--- config.mk ---
export PLATFORM = sky130hd
export DESIGN_NAME = piso_serializer_sync_res
export DESIGN_NICKNAME = d
export VERILOG_FILES = /design/src/rtl/piso_serializer_sync_res.sv
export SDC_FILE = /design/constraint.sdc
export NUM_CORES = 1
export LEC_CHECK = 0
export ABC_AREA = 0
export CAP_MARGIN = 20
export CORE_UTILIZATION = 40
export CTS_BUF_LIST = sky130_fd_sc_hd__clkbuf_8
export CTS_CLUSTER_DIAMETER = 30
export DETAILED_ROUTE_END_ITERATION = 10
export PLACE_DENSITY = 0.68
export SYNTH_ARGS = -nofsm -noshare
export SYNTH_HDL_FRONTEND = slang
export SYNTH_SLANG_ARGS = --single-unit
--- constraint.sdc ---
create_clock -name clk -period 1.5 [get_ports clk]
set_input_delay 0.3 -clock clk [delete_from_list [all_inputs] [get_ports clk]]
set_output_delay 0.3 -clock clk [all_outputs]
set_load 0.01 [all_outputs]
--- src/rtl/piso_serializer_sync_res.sv ---
// ---------------------------------------------------------------------------
// piso_serializer_sync_res
//
// Parallel-in / serial-out transmitter. A WIDTH-bit word is accepted on a
// valid/ready handshake and sent one bit per clock on ser_out, qualified by
// ser_valid. The first bit appears one cycle after acceptance, together with
// a frame_start pulse. A new word can be accepted during the final bit of
// the current word, so back-to-back words stream with no idle cycle.
//
// Optional feature (compile-time macro SERIALIZER_PARITY_EN):
//   When defined, the even-parity bit of each word is sent in one extra PAR
//   cycle after the last data bit. A word then takes WIDTH+1 cycles.
//
// Parameters:
//   WIDTH      data word width in bits (2 or more)
//   MSB_FIRST  1 = bit WIDTH-1 is sent first, 0 = bit 0 is sent first
//
// Ports:
//   clk          rising-edge clock
//   reset        synchronous active-high reset
//   load_valid   upstream word available
//   load_ready   block can accept a word this cycle (combinational)
//   load_data    word to serialize, sampled only on handshake
//   ser_out      serial data bit (registered)
//   ser_valid    ser_out carries a valid bit (registered)
//   frame_start  high with the first bit of each word (registered)
//   busy         a word is in flight
// ---------------------------------------------------------------------------
module piso_serializer_sync_res #(
  parameter int WIDTH     = 8,
  parameter int MSB_FIRST = 1
) (
  input  logic             clk,
  input  logic             reset,
  input  logic             load_valid,
  output logic             load_ready,
  input  logic [WIDTH-1:0] load_data,
  output logic             ser_out,
  output logic             ser_valid,
  output logic             frame_start,
  output logic             busy
);

  localparam int CW = $clog2(WIDTH);
  localparam logic [CW-1:0] LAST_CNT = CW'(WIDTH - 1);

  typedef enum logic [1:0] {
    IDLE  = 2'd0,
    SHIFT = 2'd1
`ifdef SERIALIZER_PARITY_EN
    ,
    PAR   = 2'd2
`endif
  } state_e;

  state_e           state_q, state_d;
  logic [WIDTH-1:0] shift_q, shift_d;
  logic [CW-1:0]    cnt_q, cnt_d;
  logic             ser_out_q, ser_out_d;
  logic             ser_valid_q, ser_valid_d;
  logic             frame_start_q, frame_start_d;
`ifdef SERIALIZER_PARITY_EN
  logic             parity_q, parity_d;
`endif

  logic             last_cycle;
  logic             accept;
  logic             first_bit;
  logic             next_bit;
  logic [WIDTH-1:0] shift_next;

  // The bit on ser_out this cycle is the last one of the current word.
`ifdef SERIALIZER_PARITY_EN
  assign last_cycle = (state_q == PAR);
`else
  assign last_cycle = (state_q == SHIFT) && (cnt_q == LAST_CNT);
`endif

  assign load_ready  = !reset && ((state_q == IDLE) || last_cycle);
  assign accept      = load_valid && load_ready;
  assign busy        = (state_q != IDLE);
  assign ser_out     = ser_out_q;
  assign ser_valid   = ser_valid_q;
  assign frame_start = frame_start_q;

  // ser_out is registered, so the register must be loaded with the bit that
  // goes out next cycle: the first bit straight from load_data on accept,
  // otherwise the bit adjacent to the one currently on the wire.
  assign first_bit  = (MSB_FIRST != 0) ? load_data[WIDTH-1] : load_data[0];
  assign next_bit   = (MSB_FIRST != 0) ? shift_q[WIDTH-2]   : shift_q[1];
  assign shift_next = (MSB_FIRST != 0) ? {shift_q[WIDTH-2:0], 1'b0}
                                       : {1'b0, shift_q[WIDTH-1:1]};

  always_comb begin
    // NOTE: every signal assigned here gets a default first, so no path can
    // leave one unassigned and infer a latch.
    state_d       = state_q;
    shift_d       = shift_q;
    cnt_d         = cnt_q;
    ser_out_d     = 1'b0;
    ser_valid_d   = 1'b0;
    frame_start_d = 1'b0;
`ifdef SERIALIZER_PARITY_EN
    parity_d      = parity_q;
`endif

    unique case (state_q)
      IDLE: ;
      SHIFT: begin
        if (cnt_q != LAST_CNT) begin
          cnt_d       = cnt_q + 1'b1;
          shift_d     = shift_next;
          ser_out_d   = next_bit;
          ser_valid_d = 1'b1;
        end else begin
`ifdef SERIALIZER_PARITY_EN
          state_d     = PAR;
          ser_out_d   = parity_q;
          ser_valid_d = 1'b1;
`else
          state_d     = IDLE;
`endif
        end
      end
`ifdef SERIALIZER_PARITY_EN
      PAR:     state_d = IDLE;
`endif
      default: state_d = IDLE;
    endcase

    // A handshake overrides the end-of-word return to IDLE, which is what
    // makes back-to-back words contiguous.
    if (accept) begin
      state_d       = SHIFT;
      shift_d       = load_data;
      cnt_d         = '0;
      ser_out_d     = first_bit;
      ser_valid_d   = 1'b1;
      frame_start_d = 1'b1;
`ifdef SERIALIZER_PARITY_EN
      parity_d      = ^load_data;
`endif
    end
  end

  always_ff @(posedge clk) begin
    // NOTE: state registers use non-blocking assignments so every flop
    // samples the pre-edge values, independent of statement order.
    if (reset) begin
      // NOTE: the data shift register is reset as well, so an aborted word
      // leaves no stale bits behind.
      state_q       <= IDLE;
      shift_q       <= '0;
      cnt_q         <= '0;
      ser_out_q     <= 1'b0;
      ser_valid_q   <= 1'b0;
      frame_start_q <= 1'b0;
`ifdef SERIALIZER_PARITY_EN
      parity_q      <= 1'b0;
`endif
    end else begin
      state_q       <= state_d;
      shift_q       <= shift_d;
      cnt_q         <= cnt_d;
      ser_out_q     <= ser_out_d;
      ser_valid_q   <= ser_valid_d;
      frame_start_q <= frame_start_d;
`ifdef SERIALIZER_PARITY_EN
      parity_q      <= parity_d;
`endif
    end
  end

endmodule

==> flow_summary_export.csv, run 1 <==
group,metric,value,unit
setup_path,cp_max_fo,2,
clock_tree,holdBufCountCts,0,
route,num_vias,485,
sta,final_hold_viol_count,0,
power,ir_drop,0.7016,mV
final_layout,seqCellArea,282.8,µm²
synthesis,synth-seq-area-share,46.96,%
floorplanning,rows,13,
sta,worst_slack,0.009695,ns
synthesis,yosys_warnings,0,
sta,setup_viol,0,
job,cap_violations,0,
clock_tree,clk_pin_slew,0.06,ns
route,ant_nets,0,
global_route,grt_pass1_vias,497,
sta,final.period_utilization,99.35,%
placed_design,placed_cell_area,784.5,µm²
clock_tree,cts_tree,"done",
synthesis,synth-simple-area-share,18.03,%
sta,skew,0.001415,ns
route,wl_per_cell,12.68,µm
placed_design,routabilityCongestion,0.7018,
placed_design,portBuffers,15,
final_layout,mostFrequentLayoutCell,"clkdlybuf4s50_1",
final_layout,diodes,0,
clock_tree,clkSinkCount,14,
route,drt_first_pass_iters,3,
hold_path,hp-class,"reg -> reg",
global_route,antenna_found_initial,0,
route,drtIter0Drc,3,
floorplanning,start_util,44.21,%
route,drc,0,
synthesis,ys_types,17,
floorplanning,ios,16,
floorplanning,die-area,1650,µm²
clock_tree,htreeDepth,1,
sta,finalCriticalPeriod,1.490,ns
setup_path,cp-start-kind,"flop",
setup_path,r2r_setup_slack,0.21,ns
clock_tree,numCtsBuffers,3,
power,total_power,917.1,µW
route,via_per_inst,5.052,
sta,tightest_slew,0.1675,ns
final_layout,nFillCells,116,
floorplanning,fp.dieH,40.63,µm
synthesis,synth_nets,72,
synthesis,synth_area,596.8,µm²
setup_path,worstPathArrival,1.19,ns
setup_path,worst_setup_path_end_kind,"output port",
floorplanning,die_w,40.63,µm
clock_tree,max-clock-path-buffers,2,
route,totalWireLength,1217,µm
clock_tree,clock_latency,0.24,ns
sta,grt_setup_unrepaired,"yes",
setup_path,critical_path_class,"reg -> out",
synthesis,ys_seq_elements,14,
status,outcome,"complete, no violations",
clock_tree,cts_root_buffer,"clkbuf_8",
sta,slew_viol_final,0,
synthesis,synth_xor_area_share,0,%
synthesis,synth_top_family_by_area,"simple AND/OR/NAND/NOR gates",
sta,slew_headroom,88.52,%
final_layout,nNetsFinal,95,
global_route,grt_pass1_wl,1952,µm
final_layout,final_cell_count_no_fill,96,
final_layout,multiInputGateArea,317.8,µm²
final_layout,layout-drive-gt1-share,27.16,%
setup_path,required,1.20,ns
synthesis,synthAdderAreaFrac,4.193,%
synthesis,avgSynthCellArea,10.12,µm²
synthesis,syn_inst,59,
synthesis,synth-compound-area-share,13.42,%
placed_design,dp_slack,-0.2319,ns
floorplanning,coreArea,1350,µm²
placed_design,dpl.hpwl,855.6,µm
final_layout,layout_common_cells,"clkdlybuf4s50_1 (14), dfxtp_1 (12), nor2_1 (9)",
synthesis,synth_mux_area_share,11.74,%
final_layout,area.growth.synth_to_final,46.12,%
sta,fmax,0.6710,GHz
power,p_per_area,1052,nW/µm²
power,leakagePower,0.3553,nW
clock_tree,cts_setup_buffers,0,
final_layout,stdcell_area,872.1,µm²
global_route,gr-total-overflow,0,
placed_design,dp.cells,92,
global_route,grt_usage,18.40,%
global_route,grt_start_max_net_pins,14,
-- final cells by class --
class,instances,area share [%]
repair buffers,22,22.67
multi-input cells,41,36.44
clock buffers,4,6.313
well taps,15,2.152
flip-flops and latches,14,32.42
-- sequential cells by signal, summed over array words and instances, names as in the netlist --
name	flops
shift_q	7
cnt_q	3
frame_start	1
ser_out	1
ser_valid	1
state_q	1
-- where the power goes --
group | switching (mW) | internal (mW) | total [mW]
sequential | 0.0133 | 0.398 | 0.411
combinational | 0.0598 | 0.0817 | 0.141
clock | 0.132 | 0.232 | 0.365
total | 0.205 | 0.712 | 0.917
-- through the flow --
step / hold slack (ns) / setup TNS [ns] / util, %
floorplan: 0.3728 / 0 / -
global placement: 0.4590 / -0.2260 / 58.11
detailed placement: 0.4612 / -0.2319 / 58.11
CTS: 0.4729 / -0.004165 / 64.04
global route: 0.5109 / -0.04535 / 64.60
finish: 0.4859 / 0 / 64.60
-- per-layer routing --
metal	GRT usage, %	share of wire (%)
met1	17.32	42
met2	34.13	52
met3	8.696	5.4
met4	6.667	0.41
met5	0	0
-- what timing repair did --
item / CTS / global route
endpoints found under the setup margin: 1 / 1
pin swaps: 1 / 2
resized for setup: 11 / 2
endpoints found under the hold margin: 0 / 0
-- cell usage after synthesis --
cell type	number	share of area [%]
dfxtp_1	14	47
nor2_1	10	6.3
mux2i_1	7	12
a21oi_1	4	3.4
a211oi_1	3	3.8
a211oi_2	3	6.3
nand2_1	3	1.9
nand3b_1	3	3.8
buf_6	2	3.8
ha_1	2	4.2
nand2b_1	2	2.1
and2_2	1	1.3
buf_1	1	0.63
buf_4	1	1.3
nand3_1	1	0.84
nor2b_1	1	1.0
nor3_1	1	0.84
-- worst paths after layout --
check                                start    endpoint  cells after the start
worst min register to register  shift_q[6]     ser_out                      2
worst max-delay path              cnt_q[1]  load_ready                      5
worst max register to register    cnt_q[1]  shift_q[4]                      6
worst min-delay path            shift_q[6]     ser_out                      2
-- cells by family after synthesis --
group           after synthesis
compound gates               10
fa+ha+maj                     2
buf+inv                       4
flops                        14
mux                           7
simple gates                 22
-- worst max-delay path: stages, from the launching register on --
cell     delay, ns
dfxtp_2       0.33
ha_4          0.16
ha_4          0.16
nor2b_4       0.12
nor2_2        0.04
buf_2         0.13
(Power assumes the default switching activity.)
==> run 2, diff against run 1 <==
HOLD_SLACK_MARGIN = 0.02   (was default)
SLEW_MARGIN = 20   (was default)
==> results of run 2 <==
Final layout, timing and power as in run 1 (identical DEF).
==> run 3, diff against run 2 <==
CORE_MARGIN = 5   (was default)
HOLD_SLACK_MARGIN = default   (was 0.02)
==> run 3 against run 2 <==
Sequential power barely moved. Critical path type unchanged. Routed wire length increased by 3.9%. Utilization shrank 3.3 points. Via count decreased by 1.0%. Count of clock-buffer cells in the layout did not move. Non-clock buffer count grew 2. Die area increased by 43%. Sequential share of layout area is 0.68 points lower. Register-to-register slack worse by 0.03 ns.
==> flow_summary_export.csv, run 3 (same netlist as run 1, synthesis figures left out) <==
group,metric,value,unit
status,outcome,"complete, no violations",
final_layout,top_regs,"shift_q (7), cnt_q (3)",
placed_design,dp.cells,93,
setup_path,r2r-start,"cnt_q[1]",
power,p_sw_share,22.76,%
floorplanning,rows,14,
hold_path,min_to,"ser_out",
final_layout,layout_common_cells,"clkdlybuf4s50_1 (13), dfxtp_1 (12), nor2_1 (9), buf_4 (9), mux2i_1 (7)",
floorplanning,die_w,48.63,µm
final_layout,final_cell_count_no_fill,99,
floorplanning,ios,16,
final_layout,regMostFlops,"shift_q",
setup_path,r2r_setup_slack,0.18,ns
setup_path,cp_common_cell,"ha_4",
final_layout,nNetsFinal,97,
hold_path,min_from,"shift_q[6]",
setup_path,r2r-end,"shift_q[1]",
sta,finalCriticalPeriod,1.498,ns
sta,skew,0.004475,ns
setup_path,max_stage_delay,0.33,ns
clock_tree,clk_pin_slew,0.06,ns
final_layout,area.growth.synth_to_final,49.27,%
sta,final.period_utilization,99.90,%
final_layout,mostFrequentLayoutCell,"clkdlybuf4s50_1",
hold_path,whs_path_depth,2,
route,drc,0,
clock_tree,clkSinkCount,14,
global_route,gr-total-overflow,0,
sta,grt_setup_unrepaired,"yes",
floorplanning,coreArea,1454,µm²
placed_design,routabilityCongestion,0.6834,
job,cap_violations,0,
placed_design,portBuffers,15,
route,drt_first_pass_iters,3,
sta,slew_headroom,85.10,%
setup_path,critical_path.top_delay_family,"flip-flops",
setup_path,worst_setup_path_end_kind,"output port",
hold_path,hp-class,"reg -> reg",
global_route,grt_start_max_net_pins,14,
clock_tree,cts_tree,"done",
route,num_vias,480,
clock_tree,numCtsBuffers,3,
global_route,antenna_found_initial,0,
global_route,grt_pass1_vias,472,
power,p_clk_share,39.9,%
route,via_per_inst,4.848,
floorplanning,fp.dieH,48.63,µm
power,leakagePower,0.3777,nW
power,intPower,715.3,µW
route,drtIter0Drc,3,
clock_tree,clock_latency,0.25,ns
power,comb_power_share,15.7,%
power,p_sw,210.8,µW
final_layout,layout-drive-gt1-share,28.92,%
global_route,grt_usage,11.16,%
final_layout,largest_reg_flops,7,
sta,tightest_slew,0.2222,ns
setup_path,cp_max_fo,2,
power,ir_drop,0.5897,mV
route,wl_per_cell,12.78,µm
power,p_per_area,1039,nW/µm²
final_layout,diodes,0,
setup_path,critical_path_class,"reg -> out",
clock_tree,htreeDepth,1,
clock_tree,holdBufCountCts,0,
setup_path,worstPathArrival,1.20,ns
sta,setup_viol,0,
route,totalWireLength,1265,µm
power,p_seq_share,44.4,%
clock_tree,cts_root_buffer,"clkbuf_8",
sta,fmax,0.6674,GHz
setup_path,path_cells,"ha_4 -> ha_4 -> nor2b_4 -> nor2_2 -> buf_2",
floorplanning,start_util,41.05,%
sta,final_hold_viol_count,0,
setup_path,reg2reg_depth,6,
setup_path,slowest_stage,"dfxtp_2",
route,ant_nets,0,
clock_tree,max-clock-path-buffers,2,
sta,slew_viol_final,0,
setup_path,required,1.20,ns
setup_path,cp-start-kind,"flop",
setup_path,crit_buf_inv,1,
sta,hold_slack,0.4539,ns
floorplanning,die-area,2364,µm²
final_layout,nFillCells,123,
global_route,grt_pass1_wl,2097,µm
## run 3: worst max path at each step
| stage | start | endpoint | slack [ns] | cells after the start |
|---|---|---|---|---|
| 6_report | cnt_q[1] | load_ready | 0.002 | 5 |
| 5_1_grt | cnt_q[1] | load_ready | -0.05 | 5 |
| 4_1_cts | cnt_q[1] | load_ready | 0.005 | 5 |
| 3_5_place_dp | reset | load_ready | -0.20 | 3 |
| 3_3_place_gp | reset | load_ready | -0.19 | 3 |
| 2_1_floorplan | cnt_q[0] | frame_start | 0.09 | 5 |
## run 3: timing repair
item / CTS / global route
endpoints found under the hold margin: 0 / 0
pin swaps: 1 / 2
buffers inserted: 0 / 2
gates resized for setup: 11 / 3
endpoints found under the setup margin: 1 / 2
## run 3: area by class of cell
| cell class | instances | area [µm²] | share of cell area, % |
|---|---|---|---|
| multi-input cells | 41 | 317.8 | 35.67 |
| well taps | 16 | 20.02 | 2.247 |
| clock buffers | 4 | 55.05 | 6.180 |
| flip-flops and latches | 14 | 282.8 | 31.74 |
| repair buffers | 24 | 215.2 | 24.16 |
## run 3: per-stage QoR
stage	cell area (µm²)	power, mW	utilization, %	setup TNS, ns	worst slack, ns
6_report	890.9	0.9260	61.27	0	0.001560
5_1_grt	890.9	0.9715	61.27	-0.05264	-0.05264
3_5_place_dp	785.8	0.5560	54.04	-0.2031	-0.2031
2_1_floorplan	596.8	0.4894	-	0	0.09244
4_1_cts	869.6	0.9275	59.81	0	0.005482
3_3_place_gp	785.8	0.5529	54.04	-0.1851	-0.1851
## run 3: routing by layer
metal	wire length [µm]	part of all wire [%]	vias up	track usage (%)
met3	80	6.3	2	4.908
met5	0	0	-	0
met1	613	48	213	13.46
met2	558	44	12	16.09
met4	12	0.95	0	6.726
li1	-	-	253	-
## run 3: worst reg2reg max path, cell delays in order (launching register included)
cell and delay, ns:
dfxtp_2 0.35, ha_4 0.14, ha_4 0.13, nand2b_1 0.12
buf_4 0.19, nor2_1 0.06, a211oi_1 0.23
## run 3: power by group through the flow
stage / sequential [mW] / clock, mW / combinational (mW)
floorplan: 0.418 / 0 / 0.0716
global placement: 0.416 / 0 / 0.137
detailed placement: 0.418 / 0 / 0.138
CTS: 0.412 / 0.375 / 0.141
global route: 0.415 / 0.397 / 0.159
finish: 0.411 / 0.370 / 0.145
